## src/rtl/exe_stage_reg_if.sv

```systemverilog
// EXE/MEM pipeline register bus: everything produced by the EXE stage going
// into the register, plus everything the register presents to the MEM stage
// and to the condition-check / ALU carry logic.
interface exe_stage_reg_if #(
    parameter int WORD_WIDTH     = 32,
    parameter int REG_ADDR_WIDTH = 4
);
    // Control from the hazard unit
    logic                      freeze;
    logic                      flush;

    // Instruction leaving the EXE stage
    logic                      in_valid;
    logic [WORD_WIDTH-1:0]     alu_res;
    logic [3:0]                alu_sr;
    logic                      s_update;
    logic                      wb_en_in;
    logic                      mem_r_en_in;
    logic                      mem_w_en_in;
    logic [REG_ADDR_WIDTH-1:0] dest_in;
    logic [WORD_WIDTH-1:0]     st_val_in;

    // Instruction held for the MEM stage
    logic                      out_valid;
    logic [WORD_WIDTH-1:0]     alu_res_out;
    logic [WORD_WIDTH-1:0]     st_val_out;
    logic [REG_ADDR_WIDTH-1:0] dest_out;
    logic                      wb_en_out;
    logic                      mem_r_en_out;
    logic                      mem_w_en_out;

    // Architectural state
    logic [3:0]                status;
    logic                      carry_out;
    logic [31:0]               retired_cnt;

    // Upstream side: drives the EXE results, observes the registered copy
    modport master (
        output freeze, flush, in_valid, alu_res, alu_sr, s_update,
               wb_en_in, mem_r_en_in, mem_w_en_in, dest_in, st_val_in,
        input  out_valid, alu_res_out, st_val_out, dest_out,
               wb_en_out, mem_r_en_out, mem_w_en_out,
               status, carry_out, retired_cnt
    );

    // Register side
    modport slave (
        input  freeze, flush, in_valid, alu_res, alu_sr, s_update,
               wb_en_in, mem_r_en_in, mem_w_en_in, dest_in, st_val_in,
        output out_valid, alu_res_out, st_val_out, dest_out,
               wb_en_out, mem_r_en_out, mem_w_en_out,
               status, carry_out, retired_cnt
    );
endinterface

```

## src/rtl/exe_stage_reg.sv

```systemverilog
// EXE/MEM pipeline register. Captures the ALU result and memory/writeback
// controls each cycle, owns the architectural status flags {Z,C,N,V} and a
// retired-instruction counter. Edge priority: rst > flush > freeze > capture.
module exe_stage_reg #(
    parameter int WORD_WIDTH     = 32,
    parameter int REG_ADDR_WIDTH = 4
) (
    input logic               clk,
    input logic               rst,
    exe_stage_reg_if.slave    bus
);

    logic                      out_valid_q,    out_valid_d;
    logic [WORD_WIDTH-1:0]     alu_res_q,      alu_res_d;
    logic [WORD_WIDTH-1:0]     st_val_q,       st_val_d;
    logic [REG_ADDR_WIDTH-1:0] dest_q,         dest_d;
    logic                      wb_en_q,        wb_en_d;
    logic                      mem_r_en_q,     mem_r_en_d;
    logic                      mem_w_en_q,     mem_w_en_d;
    logic [3:0]                status_q,       status_d;
    logic [31:0]               retired_cnt_q,  retired_cnt_d;

    // Next-state: flush kills only validity and enables (data and architectural
    // state hold), freeze holds everything, otherwise capture the EXE outputs.
    always_comb begin
        out_valid_d   = out_valid_q;
        alu_res_d     = alu_res_q;
        st_val_d      = st_val_q;
        dest_d        = dest_q;
        wb_en_d       = wb_en_q;
        mem_r_en_d    = mem_r_en_q;
        mem_w_en_d    = mem_w_en_q;
        status_d      = status_q;
        retired_cnt_d = retired_cnt_q;

        if (bus.flush) begin
            out_valid_d = 1'b0;
            wb_en_d     = 1'b0;
            mem_r_en_d  = 1'b0;
            mem_w_en_d  = 1'b0;
        end else if (!bus.freeze) begin
            out_valid_d = bus.in_valid;
            alu_res_d   = bus.alu_res;
            st_val_d    = bus.st_val_in;
            dest_d      = bus.dest_in;
            wb_en_d     = bus.wb_en_in    & bus.in_valid;
            mem_r_en_d  = bus.mem_r_en_in & bus.in_valid;
            mem_w_en_d  = bus.mem_w_en_in & bus.in_valid;
            if (bus.in_valid && bus.s_update) begin
                status_d = bus.alu_sr;
            end
            if (bus.in_valid) begin
                retired_cnt_d = retired_cnt_q + 32'd1;
            end
        end
    end

    // State register with synchronous reset clearing everything
    always_ff @(posedge clk) begin
        if (rst) begin
            out_valid_q   <= 1'b0;
            alu_res_q     <= '0;
            st_val_q      <= '0;
            dest_q        <= '0;
            wb_en_q       <= 1'b0;
            mem_r_en_q    <= 1'b0;
            mem_w_en_q    <= 1'b0;
            status_q      <= 4'b0000;
            retired_cnt_q <= 32'd0;
        end else begin
            out_valid_q   <= out_valid_d;
            alu_res_q     <= alu_res_d;
            st_val_q      <= st_val_d;
            dest_q        <= dest_d;
            wb_en_q       <= wb_en_d;
            mem_r_en_q    <= mem_r_en_d;
            mem_w_en_q    <= mem_w_en_d;
            status_q      <= status_d;
            retired_cnt_q <= retired_cnt_d;
        end
    end

    // Outputs come straight from the flops; carry is taken from the stored
    // status so an update is only visible the cycle after it is committed.
    assign bus.out_valid    = out_valid_q;
    assign bus.alu_res_out  = alu_res_q;
    assign bus.st_val_out   = st_val_q;
    assign bus.dest_out     = dest_q;
    assign bus.wb_en_out    = wb_en_q;
    assign bus.mem_r_en_out = mem_r_en_q;
    assign bus.mem_w_en_out = mem_w_en_q;
    assign bus.status       = status_q;
    assign bus.carry_out    = status_q[2];
    assign bus.retired_cnt  = retired_cnt_q;

endmodule

```

## src/flat_wrapper.sv

```systemverilog
// flat-port wrapper written by rule: the top's interface ports become plain ports
module exe_stage_reg_flat 
#(
    parameter int WORD_WIDTH     = 32,
    parameter int REG_ADDR_WIDTH = 4
)
  (clk, rst, bus_freeze, bus_flush, bus_in_valid, bus_alu_res, bus_alu_sr, bus_s_update, bus_wb_en_in, bus_mem_r_en_in, bus_mem_w_en_in, bus_dest_in, bus_st_val_in, bus_out_valid, bus_alu_res_out, bus_st_val_out, bus_dest_out, bus_wb_en_out, bus_mem_r_en_out, bus_mem_w_en_out, bus_status, bus_carry_out, bus_retired_cnt);
  exe_stage_reg_if #(.WORD_WIDTH(WORD_WIDTH), .REG_ADDR_WIDTH(REG_ADDR_WIDTH)) bus_i ();
  input logic clk;
  input logic rst;
  input wire logic [$bits(bus_i.freeze)-1:0] bus_freeze;
  input wire logic [$bits(bus_i.flush)-1:0] bus_flush;
  input wire logic [$bits(bus_i.in_valid)-1:0] bus_in_valid;
  input wire logic [$bits(bus_i.alu_res)-1:0] bus_alu_res;
  input wire logic [$bits(bus_i.alu_sr)-1:0] bus_alu_sr;
  input wire logic [$bits(bus_i.s_update)-1:0] bus_s_update;
  input wire logic [$bits(bus_i.wb_en_in)-1:0] bus_wb_en_in;
  input wire logic [$bits(bus_i.mem_r_en_in)-1:0] bus_mem_r_en_in;
  input wire logic [$bits(bus_i.mem_w_en_in)-1:0] bus_mem_w_en_in;
  input wire logic [$bits(bus_i.dest_in)-1:0] bus_dest_in;
  input wire logic [$bits(bus_i.st_val_in)-1:0] bus_st_val_in;
  output wire logic [$bits(bus_i.out_valid)-1:0] bus_out_valid;
  output wire logic [$bits(bus_i.alu_res_out)-1:0] bus_alu_res_out;
  output wire logic [$bits(bus_i.st_val_out)-1:0] bus_st_val_out;
  output wire logic [$bits(bus_i.dest_out)-1:0] bus_dest_out;
  output wire logic [$bits(bus_i.wb_en_out)-1:0] bus_wb_en_out;
  output wire logic [$bits(bus_i.mem_r_en_out)-1:0] bus_mem_r_en_out;
  output wire logic [$bits(bus_i.mem_w_en_out)-1:0] bus_mem_w_en_out;
  output wire logic [$bits(bus_i.status)-1:0] bus_status;
  output wire logic [$bits(bus_i.carry_out)-1:0] bus_carry_out;
  output wire logic [$bits(bus_i.retired_cnt)-1:0] bus_retired_cnt;
  assign bus_i.freeze = bus_freeze;
  assign bus_i.flush = bus_flush;
  assign bus_i.in_valid = bus_in_valid;
  assign bus_i.alu_res = bus_alu_res;
  assign bus_i.alu_sr = bus_alu_sr;
  assign bus_i.s_update = bus_s_update;
  assign bus_i.wb_en_in = bus_wb_en_in;
  assign bus_i.mem_r_en_in = bus_mem_r_en_in;
  assign bus_i.mem_w_en_in = bus_mem_w_en_in;
  assign bus_i.dest_in = bus_dest_in;
  assign bus_i.st_val_in = bus_st_val_in;
  assign bus_out_valid = bus_i.out_valid;
  assign bus_alu_res_out = bus_i.alu_res_out;
  assign bus_st_val_out = bus_i.st_val_out;
  assign bus_dest_out = bus_i.dest_out;
  assign bus_wb_en_out = bus_i.wb_en_out;
  assign bus_mem_r_en_out = bus_i.mem_r_en_out;
  assign bus_mem_w_en_out = bus_i.mem_w_en_out;
  assign bus_status = bus_i.status;
  assign bus_carry_out = bus_i.carry_out;
  assign bus_retired_cnt = bus_i.retired_cnt;
  exe_stage_reg #(.WORD_WIDTH(WORD_WIDTH), .REG_ADDR_WIDTH(REG_ADDR_WIDTH)) u_core (.clk(clk), .rst(rst), .bus(bus_i));
endmodule
```

## config.mk

```make
export PLATFORM = sky130hd
export DESIGN_NAME = exe_stage_reg_flat
export DESIGN_NICKNAME = d
export VERILOG_FILES = /design/src/rtl/exe_stage_reg_if.sv /design/src/rtl/exe_stage_reg.sv /design/src/flat_wrapper.sv
export SDC_FILE = /design/constraint.sdc
export NUM_CORES = 1
export LEC_CHECK = 0
export CAP_MARGIN = 20
export CORE_AREA = 2 2 109 111
export CTS_BUF_LIST = sky130_fd_sc_hd__clkbuf_4 sky130_fd_sc_hd__clkbuf_8 sky130_fd_sc_hd__clkbuf_16
export CTS_CLUSTER_SIZE = 40
export DETAILED_ROUTE_END_ITERATION = 7
export DIE_AREA = 0 0 111 113
export GPL_TIMING_DRIVEN = 0
export PLACE_DENSITY = 0.85
export REMOVE_ABC_BUFFERS = 1
export SETUP_SLACK_MARGIN = 0.05
export SLEW_MARGIN = 30
export SYNTH_ARGS = -nofsm -noshare
export SYNTH_HDL_FRONTEND = slang
export SYNTH_SLANG_ARGS = --single-unit
```

## constraint.sdc

```tcl
create_clock -name clk -period 1.65 [get_ports clk]
set_input_delay 0.165 -clock clk [delete_from_list [all_inputs] [get_ports clk]]
set_output_delay 0.165 -clock clk [all_outputs]
set_load 0.01 [all_outputs]
```

# ---- After elaboration in Yosys (flattened, before gate mapping)
# Index checks and enable logic that the tools add are counted.
dict set report totals {
  reg_bits 108
  in_bits 81
  output_inout_bits 109
  word_cells 20
}
dict set report op_classes {
  n_addsub 1
  bitwise_logic 5
  n_reduce_logical 5
}
# operator count
set op_table {}
lappend op_table {{32-bit by 1-bit adder with 32-bit output (second input constant)} 1}
lappend op_table {{3-bit AND reduction} 2}
lappend op_table {{1-bit AND} 3}
lappend op_table {{1-bit inverter} 2}
lappend op_table {{2-bit AND reduction} 1}
lappend op_table {{2-bit OR reduction} 1}
lappend op_table {{1-bit logical AND} 1}

# ---- Longest topological paths before layout
# Gate-level depths: netlist of the first run.
dict set report logic_depth {
  word_depth 2
  ltp_mapped 7
  ltp_nobuf 5
}

# ---- Worst setup path after synthesis of the first run
# OpenSTA, ideal clock, no wires.
dict set report synth_path {
  path_kind {flip-flop to flip-flop}
  from {register u_core.retired_cnt_q[0], in the netlist u_core.bus.retired_cnt[0]}
  to {register u_core.retired_cnt_q[26], in the netlist u_core.bus.retired_cnt[26]}
  t_arrival_ns 1.737
  t_required_ns 1.580
  setup_slack_ns -0.158
  path_stages_with_launch 7
  n_path_buf 1
  synth_period_minus_slack_ns 1.808
  path_cell_list {dfxtp_1 > ha_1 > nor4bb_1 > buf_2 > nand3_2 > or4_1 > a21oi_1}
}
dict set report synth_between {
  elab_chain_len 1
}
# element line
set synth_rtl {}
lappend synth_rtl {{start: declaration} exe_stage_reg.sv:21} ;# logic [31:0] retired_cnt_q, retired_cnt_d;
lappend synth_rtl {{start signal: assignment} exe_stage_reg.sv:79} ;# retired_cnt_q <= retired_cnt_d;
lappend synth_rtl {{32-bit by 1-bit adder with 32-bit output} exe_stage_reg.sv:53} ;# retired_cnt_d = retired_cnt_q + 32'd1;
# Every way passes these cells.
# A chain may end at the register's enable or synchronous reset.

# ---- Worst setup path in the final report of the first run
dict set report layout_path {
  from {register u_core.retired_cnt_q[11], in the netlist u_core.bus.retired_cnt[11]}
  to {register u_core.retired_cnt_q[29], in the netlist u_core.bus.retired_cnt[29]}
}
# Same word-level chain as after synthesis.

==> flow_results.org, run 1 <==
** Clock network
- Buffers inserted during clock tree synthesis total 9.
- CTS built an H-tree with a depth of 3.
- Master cell of the clock root buffer :: clkbuf_16
- Clock-pin slew was measured on the worst setup and hold paths at 0.07 ns.
- TritonCTS built the clock tree.
- Hold repair after CTS inserted 0 buffers.
- Clock latency on the worst-skew pair, taken at its later pin, is 0.34 ns.
- Maximum buffer depth of the clock tree :: 2
- The tree built by TritonCTS fans out to 108 sinks.

** Worst setup path
- Grouping stages by cell kind, the critical path spends the most delay in simple AND/OR/NAND/NOR gates.
- The critical path goes through and4_4 > nand4_1 > buf_6 > or4_1 > a21oi_1.
- In this run the worst setup path begins at u_core.bus.retired_cnt[11].
- Endpoint class of the critical path :: flop
- Data arrival at the endpoint of the critical path :: 1.96 ns
- Among all stages on the critical path, the largest delay is contributed by or4_1.
- STA classifies the critical path startpoint as a flop.
- CP required :: 1.92 ns
- Maximum single-stage delay on the critical path :: 0.46 ns
- The number of buffers and inverters on the critical path is 1.
- FF-to-FF Start :: u_core.bus.retired_cnt[11]
- Critical path peak fanout :: 7
- The worst setup path is of the flop to flop kind.

** Route
- After detailed routing, the total wire length is 12.8 mm.
- Summing over every cut layer, the via total after detailed routing is 4,348.
- Before antenna repair, the detailed router went through 5 iterations.
- Residual DRC :: 0
- Mean number of vias per cell :: 5.09
- In this run the remaining antenna-violating nets after routing total 0.
- Routed wire per std cell :: 15.0 µm
- The detailed router finished its first iteration with 235 violations.

** Synth
- Post-synthesis area per instance :: 8.25 µm²
- The synthesized netlist devotes 14.8% of its cell area to compound gates.
- Proportion of netlist area held by the largest area contributor :: 52.2%
- Instance count of the mapped netlist :: 502
- After Yosys synthesis, and, or, nand and nor cells account for 25.8% of the synthesized area.
- Post-Synth XOR/XNOR Area :: 1.90%
- The netlist uses 35 different library cells.
- Of the synthesized area, sequential elements account for 52.2%.
- Post-synth design cell area :: 4140 µm²
- In the synthesized netlist the dominant register cell turns out to be dfxtp_1.
- Area leader, netlist :: dfxtp_1
- Adder and majority cell fraction of the synthesized area :: 0.302%
- Count of flip-flops with a built-in enable after synthesis :: 0
- Library cell with the highest instance count after synthesis :: nand2_1
- Most instantiated cells after synthesis :: nand2_1, dfxtp_1, a21oi_1, clkbuf_1, nor2_1
- During synthesis, Yosys emitted a total of 0 warnings.
- In this run, synthesis produced a sequential element count of 108.
- Measured against the total synthesized area, the mux share comes to 1.48%.
- By area the synthesized netlist is led by dfxtp_1, nand2_1, a21oi_1.
- Dominant combinational cell family by area after synthesis :: simple AND/OR/NAND/NOR gates
- Share of synthesized registers carrying an async set or reset :: 0%

** STA
- For this run, the top clock speed supported by timing is 592 MHz.
- In the post-route analysis, the smallest setup slack over all paths is -0.0381 ns.
- Part of the cycle the worst path needs :: 102%
- Number of hold violations in the final report :: 0
- Pin slew with the least headroom to its limit :: 0.742 ns
- The tightest hold path in the finished design has a slack of 0.197 ns.
- Between clock sinks in the finished design, the worst skew comes to 0.00616 ns.
- Unrepaired setup endpoints after global routing :: yes
- Setup violations remaining at the end of the flow were counted as 7.
- Number of slew-limit violations in the final report :: 0
- After layout, the minimum clock period comes to 1.69 ns.
- Max-Slew Margin vs Limit :: 50.5%

** Pwr
- Summed over all cells, the static leakage comes to 2.46 nW.
- IR analysis of the VDD net gives a maximum drop of 0.000763 V.
- The analysis attributes to net switching a power of 0.00126 W.
- Combinational logic is responsible for 11.4% of the overall power.
- The share of total power dissipated in sequential elements is 47.6%.
- Internal power comes to 0.00443 W.
- Net switching is 22.1% of the power.
- Dividing total power by cell area gives a power density of 823 nW/µm².
- Per report_power, the clock group accounts for 40.9% of the total.

** Global route
- Entering global routing, the biggest net connects 69 pins.
- Remaining Overflow, GRT :: 0
- Vias in the first global route :: 4,246
- The first global-routing pass estimated 19.8 mm of wire.
- All-Layer GR Usage :: 19.0%
- The number of antenna violations at the first check in global routing was 1.

** Status
- Run status :: finished, violations left
- The final reports fail on negative setup slack.

** Job
- Max-cap violations :: 0

** Cells and area
- P&R area growth vs syn :: 67.1%
- The post-route netlist has 15.2% of its cells at a drive strength greater than 1.
- Cells fill 61.4% of the core in the end.
- The layout has 912 filler cells.
- Layout Nets :: 788
- 0 antenna diodes ended up in the layout.

** Die
- The die is 111 µm wide.
- Once the floorplan was initialized, standard cells occupied 36.7% of the core.
- Y dimension of the die :: 113 µm
- Core ar. :: 11,300 µm²
- The die covers 12,500 µm².
- Top-level port count :: 190
- Num rows :: 39

** Placed design
- At the end of routability-driven placement, the weighted congestion stood at 0.802.
- The wire-length estimate of the detail-placed layout is 8.21 mm.
- Input and output buffers added on the ports amount to 189.

** Hold path
- In this run the most critical hold path is launched from rst.
- Type of the tightest min-delay check :: input port to flop
-- layout by cell type (no fill, tap or decap), types with 2 or more instances in the layout --
cell and n:
xor2_1 7, buf_4 30, and4_4 5, a21oi_1 87, dfxtp_1 84, o31ai_1 14
nand2_1 147, nor2_1 15, clkinv_2 3, bufinv_16 2, nand3_1 10, buf_16 2
mux2i_1 5, a21oi_2 3, o21ai_0 7, dfxtp_2 13, nand2_2 3, nand4_1 8
xnor2_1 2, or4_4 5, buf_2 2, buf_6 4, or3_1 6, dfxtp_4 11
a22oi_1 3, clkdlybuf4s50_1 185, clkbuf_16 9, nor3_1 4, dlygate4sd2_1 3, nor2b_1 2
or4_1 9
-- power groups by stage --
stage	Combinational [W]	Clock, W	Sequential [W]
floorplan	0.000139	0	0.00283
global placement	0.000614	0	0.00278
detailed placement	0.000642	0	0.00279
CTS	0.000654	0.00237	0.00272
global route	0.000699	0.00247	0.00272
finish	0.000650	0.00233	0.00271
-- cell type report --
type	count	area [µm²]	area share (%)
flip-flops and latches	108	2220	32.1
multi-input cells	359	1960	28.4
clock buffers	11	246	3.56
well taps	143	179	2.59
clock inverters	5	75.1	1.08
inverters	1	3.75	0.0542
repair buffers	227	2230	32.3
-- stage by stage --
stage	power (W)	worst slack [ns]	cells	setup TNS, ns	cell area (µm²)
final	0.00569	-0.0381	854	-0.108	6920
after global routing	0.00589	-0.0819	854	-0.862	6920
after CTS	0.00574	0.00739	840	0	6750
after detailed placement	0.00343	-0.914	802	-50.74	6170
after global placement	0.00340	-2.90	799	-271.64	6070
after floorplan	0.00297	-0.923	467	-73.84	4000
-- kinds of logic after synthesis --
| group | count (synthesis) |
|---|---|
| XOR/XNOR | 9 |
| AND/OR/NAND/NOR | 228 |
| multiplexers | 6 |
| buffers and inverters | 36 |
| AO/OA/AOI/OAI | 114 |
| flip-flops | 108 |
| adder cells (fa/ha/maj) | 1 |
-- final timing paths --
| check | slack (ns) | cells past startpoint | to |
|---|---|---|---|
| worst max-delay path | -0.04 | 5 | u_core.bus.retired_cnt[29] |
| worst min register to register | 0.45 | 2 | u_core.bus.alu_res_out[9] |
| worst max register to register | -0.04 | 5 | u_core.bus.retired_cnt[29] |
| worst min-delay path | 0.20 | 2 | u_core.bus.status[0] |
-- worst register-to-register path, delay by kind of cell, from the launching register on --
family | cells | cell delay (ns)
compound gates | 1 | 0.17
buf+inv | 1 | 0.20
flops | 1 | 0.37
simple gates | 3 | 0.88
-- per-layer routing --
layer | up-vias | GRT usage [%] | part of all wire, %
met1 | 1971 | 22.4 | 40
met4 | 2 | 10.6 | 3.5
met2 | 208 | 30.9 | 48
li1 | 2125 | - | -
met5 | - | 0 | 0.10
met3 | 42 | 6.16 | 8.5
-- registers in the layout, summed over array words and instances, names as in the netlist --
| name | flops |
|---|---|
| u_core.bus.status | 4 |
| u_core.bus.alu_res_out | 32 |
| u_core.bus.st_val_out | 32 |
| u_core.bus.mem_r_en_out | 1 |
| u_core.bus.out_valid | 1 |
| u_core.bus.retired_cnt | 32 |
| u_core.bus.dest_out | 4 |
| u_core.bus.mem_w_en_out | 1 |
| u_core.bus.wb_en_out | 1 |
-- what timing repair did --
item / in CTS / in global routing
buffers inserted: 21 / 13
endpoints found under the setup margin: 99 / 25
cloned: 1 / 1
pin swaps: 11 / 16
resized for setup: 47 / 23
Power figures use the tool's default switching activity.
==> inputs of run 2 (changes only) <==
--- a/config.mk
+++ b/config.mk
@@ -5,12 +5,13 @@
 export SDC_FILE = /design/constraint.sdc
 export NUM_CORES = 1
 export LEC_CHECK = 0
+export ABC_AREA = 1
 export CAP_MARGIN = 20
-export CORE_AREA = 2 2 109 111
+export CORE_AREA = 2 2 108 110
 export CTS_BUF_LIST = sky130_fd_sc_hd__clkbuf_4 sky130_fd_sc_hd__clkbuf_8 sky130_fd_sc_hd__clkbuf_16
 export CTS_CLUSTER_SIZE = 40
 export DETAILED_ROUTE_END_ITERATION = 7
-export DIE_AREA = 0 0 111 113
+export DIE_AREA = 0 0 110 112
 export GPL_TIMING_DRIVEN = 0
 export PLACE_DENSITY = 0.85
 export REMOVE_ABC_BUFFERS = 1
==> constraint.sdc (replaced) <==
create_clock -name clk -period 1.87 [get_ports clk]
set_input_delay 0.187 -clock clk [delete_from_list [all_inputs] [get_ports clk]]
set_output_delay 0.187 -clock clk [all_outputs]
set_load 0.01 [all_outputs]
==> run 2 against run 1 <==
Net effect: the flow now finishes without violations; register-to-register slack better by 0.30 ns; synthesized cell count increased by 22%; clock power is 15% lower; non-clock buffer count fell by 33; combinational power rose by 5.1%; synthesized area grew 5.6%.
==> flow_results.org, run 2 <==
** Clock network
- Maximum buffer depth of the clock tree :: 2 (unchanged)
- The clock net sink count came to 108 (unchanged).
- The clock latency of the later-clocked register in the worst-skew pair came to 0.35 ns (about the same).
- The maximum level of the CTS H-tree is 3 (unchanged).
- TritonCTS built the clock tree.
- Number of buffers inserted by hold repair at cts :: 0 (unchanged)
- The total of cells resized after clock tree synthesis is 0 (-100%).
- CTS clk-pin slew, worst paths :: 0.07 ns (about the same)
- The cell sitting at the root of the clock tree is a clkbuf_16.
- Post-CTS Setup Inserts :: 0 (-100%)
- Number of buffers created by CTS :: 9 (unchanged)

** Synth
- Count of flip-flops with a built-in enable after synthesis :: 0 (unchanged)
- Proportion of netlist area held by the largest area contributor :: 49.4% (-2.8 points)
- Area leader, netlist :: dfxtp_1
- The sequential-to-total area share from yosys stat came to 49.4% (-2.8 points).
- Instance count of the mapped netlist :: 613 (+22%)
- Yosys instantiated no cell more often than nor2_1.
- The count of yosys warnings during synthesis is 0 (unchanged).
- The flop and latch count out of synthesis came to 108 (unchanged).
- Prevailing post-synth register cell :: dfxtp_1
- The summed instance area of the synthesized netlist was 4370 µm² (+5.6%).
- The count of different cell masters after synthesis was 27 (-23%).
- The post-synthesis average cell area was 7.13 µm² (-14%).
- Most instantiated cells after synthesis :: nor2_1, dfxtp_1, nand2_1, o21ai_0, inv_1
- Share of synthesized registers carrying an async set or reset :: 0% (unchanged)
- Biggest area contributors in the synthesized netlist :: dfxtp_1, nor2_1, o21ai_0

** STA
- Number of slew-limit violations in the final report :: 0 (unchanged)
- Number of hold violations in the final report :: 0 (unchanged)
- Pin slew with the least headroom to its limit :: 0.406 ns (-0.336 ns)
- Max-Slew Margin vs Limit :: 72.7% (+22 points)
- Unrepaired setup endpoints after global routing :: no
- For this run, the top clock speed supported by timing is 619 MHz.
- Smallest setup slack after layout :: 0.254 ns (+0.292 ns)
- The final setup TNS was 0 ns (+0.108 ns).
- Number of setup violations in the final report :: 0 (-7)
- The setup skew after layout came to 0.00476 ns (-0.00140 ns).
- Of the available clock period, the critical path in the final layout requires 86.4%.
- The routed design could run at a clock period as short as 1.62 ns.

** Global route
- The met1 layer usage reported by global route came to 25.4% (+3.0 points).
- Met2 usage :: 34.9% (+4.0 points)
- The number of global-route vias before repair was 4,436 (+4.5%).
- Maximum number of pins on one net before global-route repair :: 78 (+13%)
- All-Layer GR Usage :: 21.5% (+2.4 points)
- The met3 usage was 8.49% (+2.3 points).
- GR peak layer :: met2
- Number of antenna violations at the first check in global routing :: 0 (-1)
- The global-route wire length before repair is 21.1 mm (+6.4%).
- Remaining Overflow, GRT :: 0 (unchanged)

** Cells and area
- Fill count :: 960 (+5.3%)
- Filler-free cell count of the finished design :: 940 (+10%)
- The utilization of the core after routing is 60.5% (-0.87 points).
- The layout net count came to 874 (+11%).
- Antenna diode count :: 0 (unchanged)
- Most common cell after layout, fill and taps aside :: nor2_1
- Post-route design area :: 6760 µm² (-2.3%)
- The fraction of final layout cells sized beyond drive strength 1 came to 4.52% (-11 points).
- P&R area growth vs syn :: 54.6%
- The library cells used most frequently in the layout, excluding fill and tap cells, are nor2_1, clkdlybuf4s50_1, dfxtp_1, nand2_1, o21ai_0.

** Route
- Routed wire per std cell :: 13.3 µm (-12%)
- The detailed-routing iteration count for the pre-antenna-repair pass is 4 (-1).
- The residual antenna-violating net count after detailed routing is 0 (unchanged).
- Total Routed Length :: 12.5 mm (-2.6%)
- The number of vias per cell came to 4.70 (-7.7%).
- Residual DRC :: 0 (unchanged)
- The first-iteration detailed-routing DRC count came to 277 (+18%).
- The detailed-route via count was 4,416 (+1.6%).

** Worst setup path
- Endpoint class of the critical path :: flop
- The critical path is of the input port to flop type.
- Maximum single-stage delay on the critical path :: 0.53 ns (+0.07 ns)
- Worst path cell trace :: clkdlybuf4s50_1 > inv_1 > nand2_1 > nor2_4 > nand3_2 > nor3_1 > nand3_1 > nand2_1 > nor2_1
- Data arrival at the endpoint of the critical path :: 1.86 ns (-0.10 ns)
- Sort of element at the start of the critical path :: input port
- Master of the slowest instance on the critical path :: clkdlybuf4s50_1
- The total buffers and inverters traversed by the critical path is 2 (+1).
- On the critical path the largest part of the delay comes from simple AND/OR/NAND/NOR gates.
- Critical path peak fanout :: 6 (-1)
- Most used cell, CP :: nand2_1
- CP required :: 2.11 ns (+0.19 ns)

** Pwr
- The maximum VDD drop is 0.000656 V (-14%).
- Leakage power :: 2.73 nW (+11%)
- The cell area power density is 759 nW/µm² (-7.8%).

** Die
- Die area :: 12,300 µm² (-1.8%)
- Die X :: 110 µm (-0.90%)
- The starting utilization of the core area came to 39.1% (+2.4 points).
- The overall die height was 112 µm (-0.88%).
- The number of placement rows was 39 (unchanged).
- The area of the core region was 11,200 µm² (-0.87%).
- The number of top-level pins is 190 (unchanged).

** Placed design
- Placer Congestion :: 0.833 (+3.8%)
- Placed cell count :: 923 (+15%)
- The pre-CTS worst setup slack is -0.248 ns (+0.665 ns).
- HPWL reported at the end of detailed placement :: 8.79 mm (+7.0%)
- Instance area after placement :: 6440 µm² (+4.3%)
- The count of input and output buffers was 189 (unchanged).

** Hold path
- The path class of the tightest hold or removal check is input port to flop.

** Job
- Max-cap violations :: 0 (unchanged)

** Status
- The flow ran to the end, and the final reports show no timing, DRC or antenna violations.
run 2: cell count changes after synthesis, sizes merged, moves of 41 or more:
cell / change
a21oi: -75
inv: +41
o21ai: +74
nand2: -63
nor2: +193
run 2: cell families (layout without fill, tap and decap cells):
family	count (synthesis)	in the layout	synth area share, %
simple gates	333	333	31.9
flops	108	108	49.4
compound gates	99	99	11.4
buf+inv	68	252	6.12
xor+xnor	4	4	0.801
fa+ha+maj	1	1	0.286
run 2: area by class of cell:
cell class / instances / area, µm² / share of cell area (%)
clock inverters: 5 / 60.1 / 0.888
clock buffers: 11 / 253 / 3.74
flip-flops and latches: 108 / 2160 / 32.0
well taps: 143 / 179 / 2.65
multi-input cells: 437 / 1940 / 28.7
repair buffers: 194 / 2000 / 29.6
inverters: 42 / 163 / 2.41
run 2: stage by stage:
| step | hold WS [ns] | total power (W) |
|---|---|---|
| after floorplan | 0.259 | 0.00272 |
| after global placement | 0.447 | 0.00316 |
| after detailed placement | 0.449 | 0.00319 |
| after CTS | 0.380 | 0.00517 |
| after global routing | 0.396 | 0.00534 |
| final | 0.389 | 0.00513 |
run 2: metal layers:
metal | part of all wire, % | wire [µm] | up-vias
li1 | - | - | 2295
met4 | 1.6 | 199 | 0
met3 | 9.1 | 1130 | 16
met5 | 0 | 0 | -
met2 | 48 | 5960 | 135
met1 | 42 | 5180 | 1970
run 2: final timing paths:
check,start,end,slack (ns),depth (start not counted)
worst min-delay path,bus_mem_w_en_in,u_core.bus.mem_w_en_out,0.39,3
worst max register to register,u_core.bus.retired_cnt[1],u_core.bus.retired_cnt[30],0.26,8
worst min register to register,u_core.bus.out_valid,u_core.bus.out_valid,0.46,2
worst max-delay path,bus_freeze,u_core.bus.retired_cnt[31],0.25,9
run 2: worst register-to-register path, stage by stage, from the launching register on:
cell and delay (ns):
dfxtp_1 0.40, ha_1 0.21, nand3_1 0.18, nor2_8 0.21, nand4_1 0.18, nor2_1 0.14, nand2_1 0.06, nand2_1 0.06
nor2_1 0.03
run 2: where the power goes:
part | leakage, nW | internal, W | total [W] | switching, W
Sequential | 0.884 | 0.00240 | 0.00245 | 0.0000508
Combinational | 1.69 | 0.000396 | 0.000683 | 0.000286
Clock | 0.152 | 0.00112 | 0.00199 | 0.000880
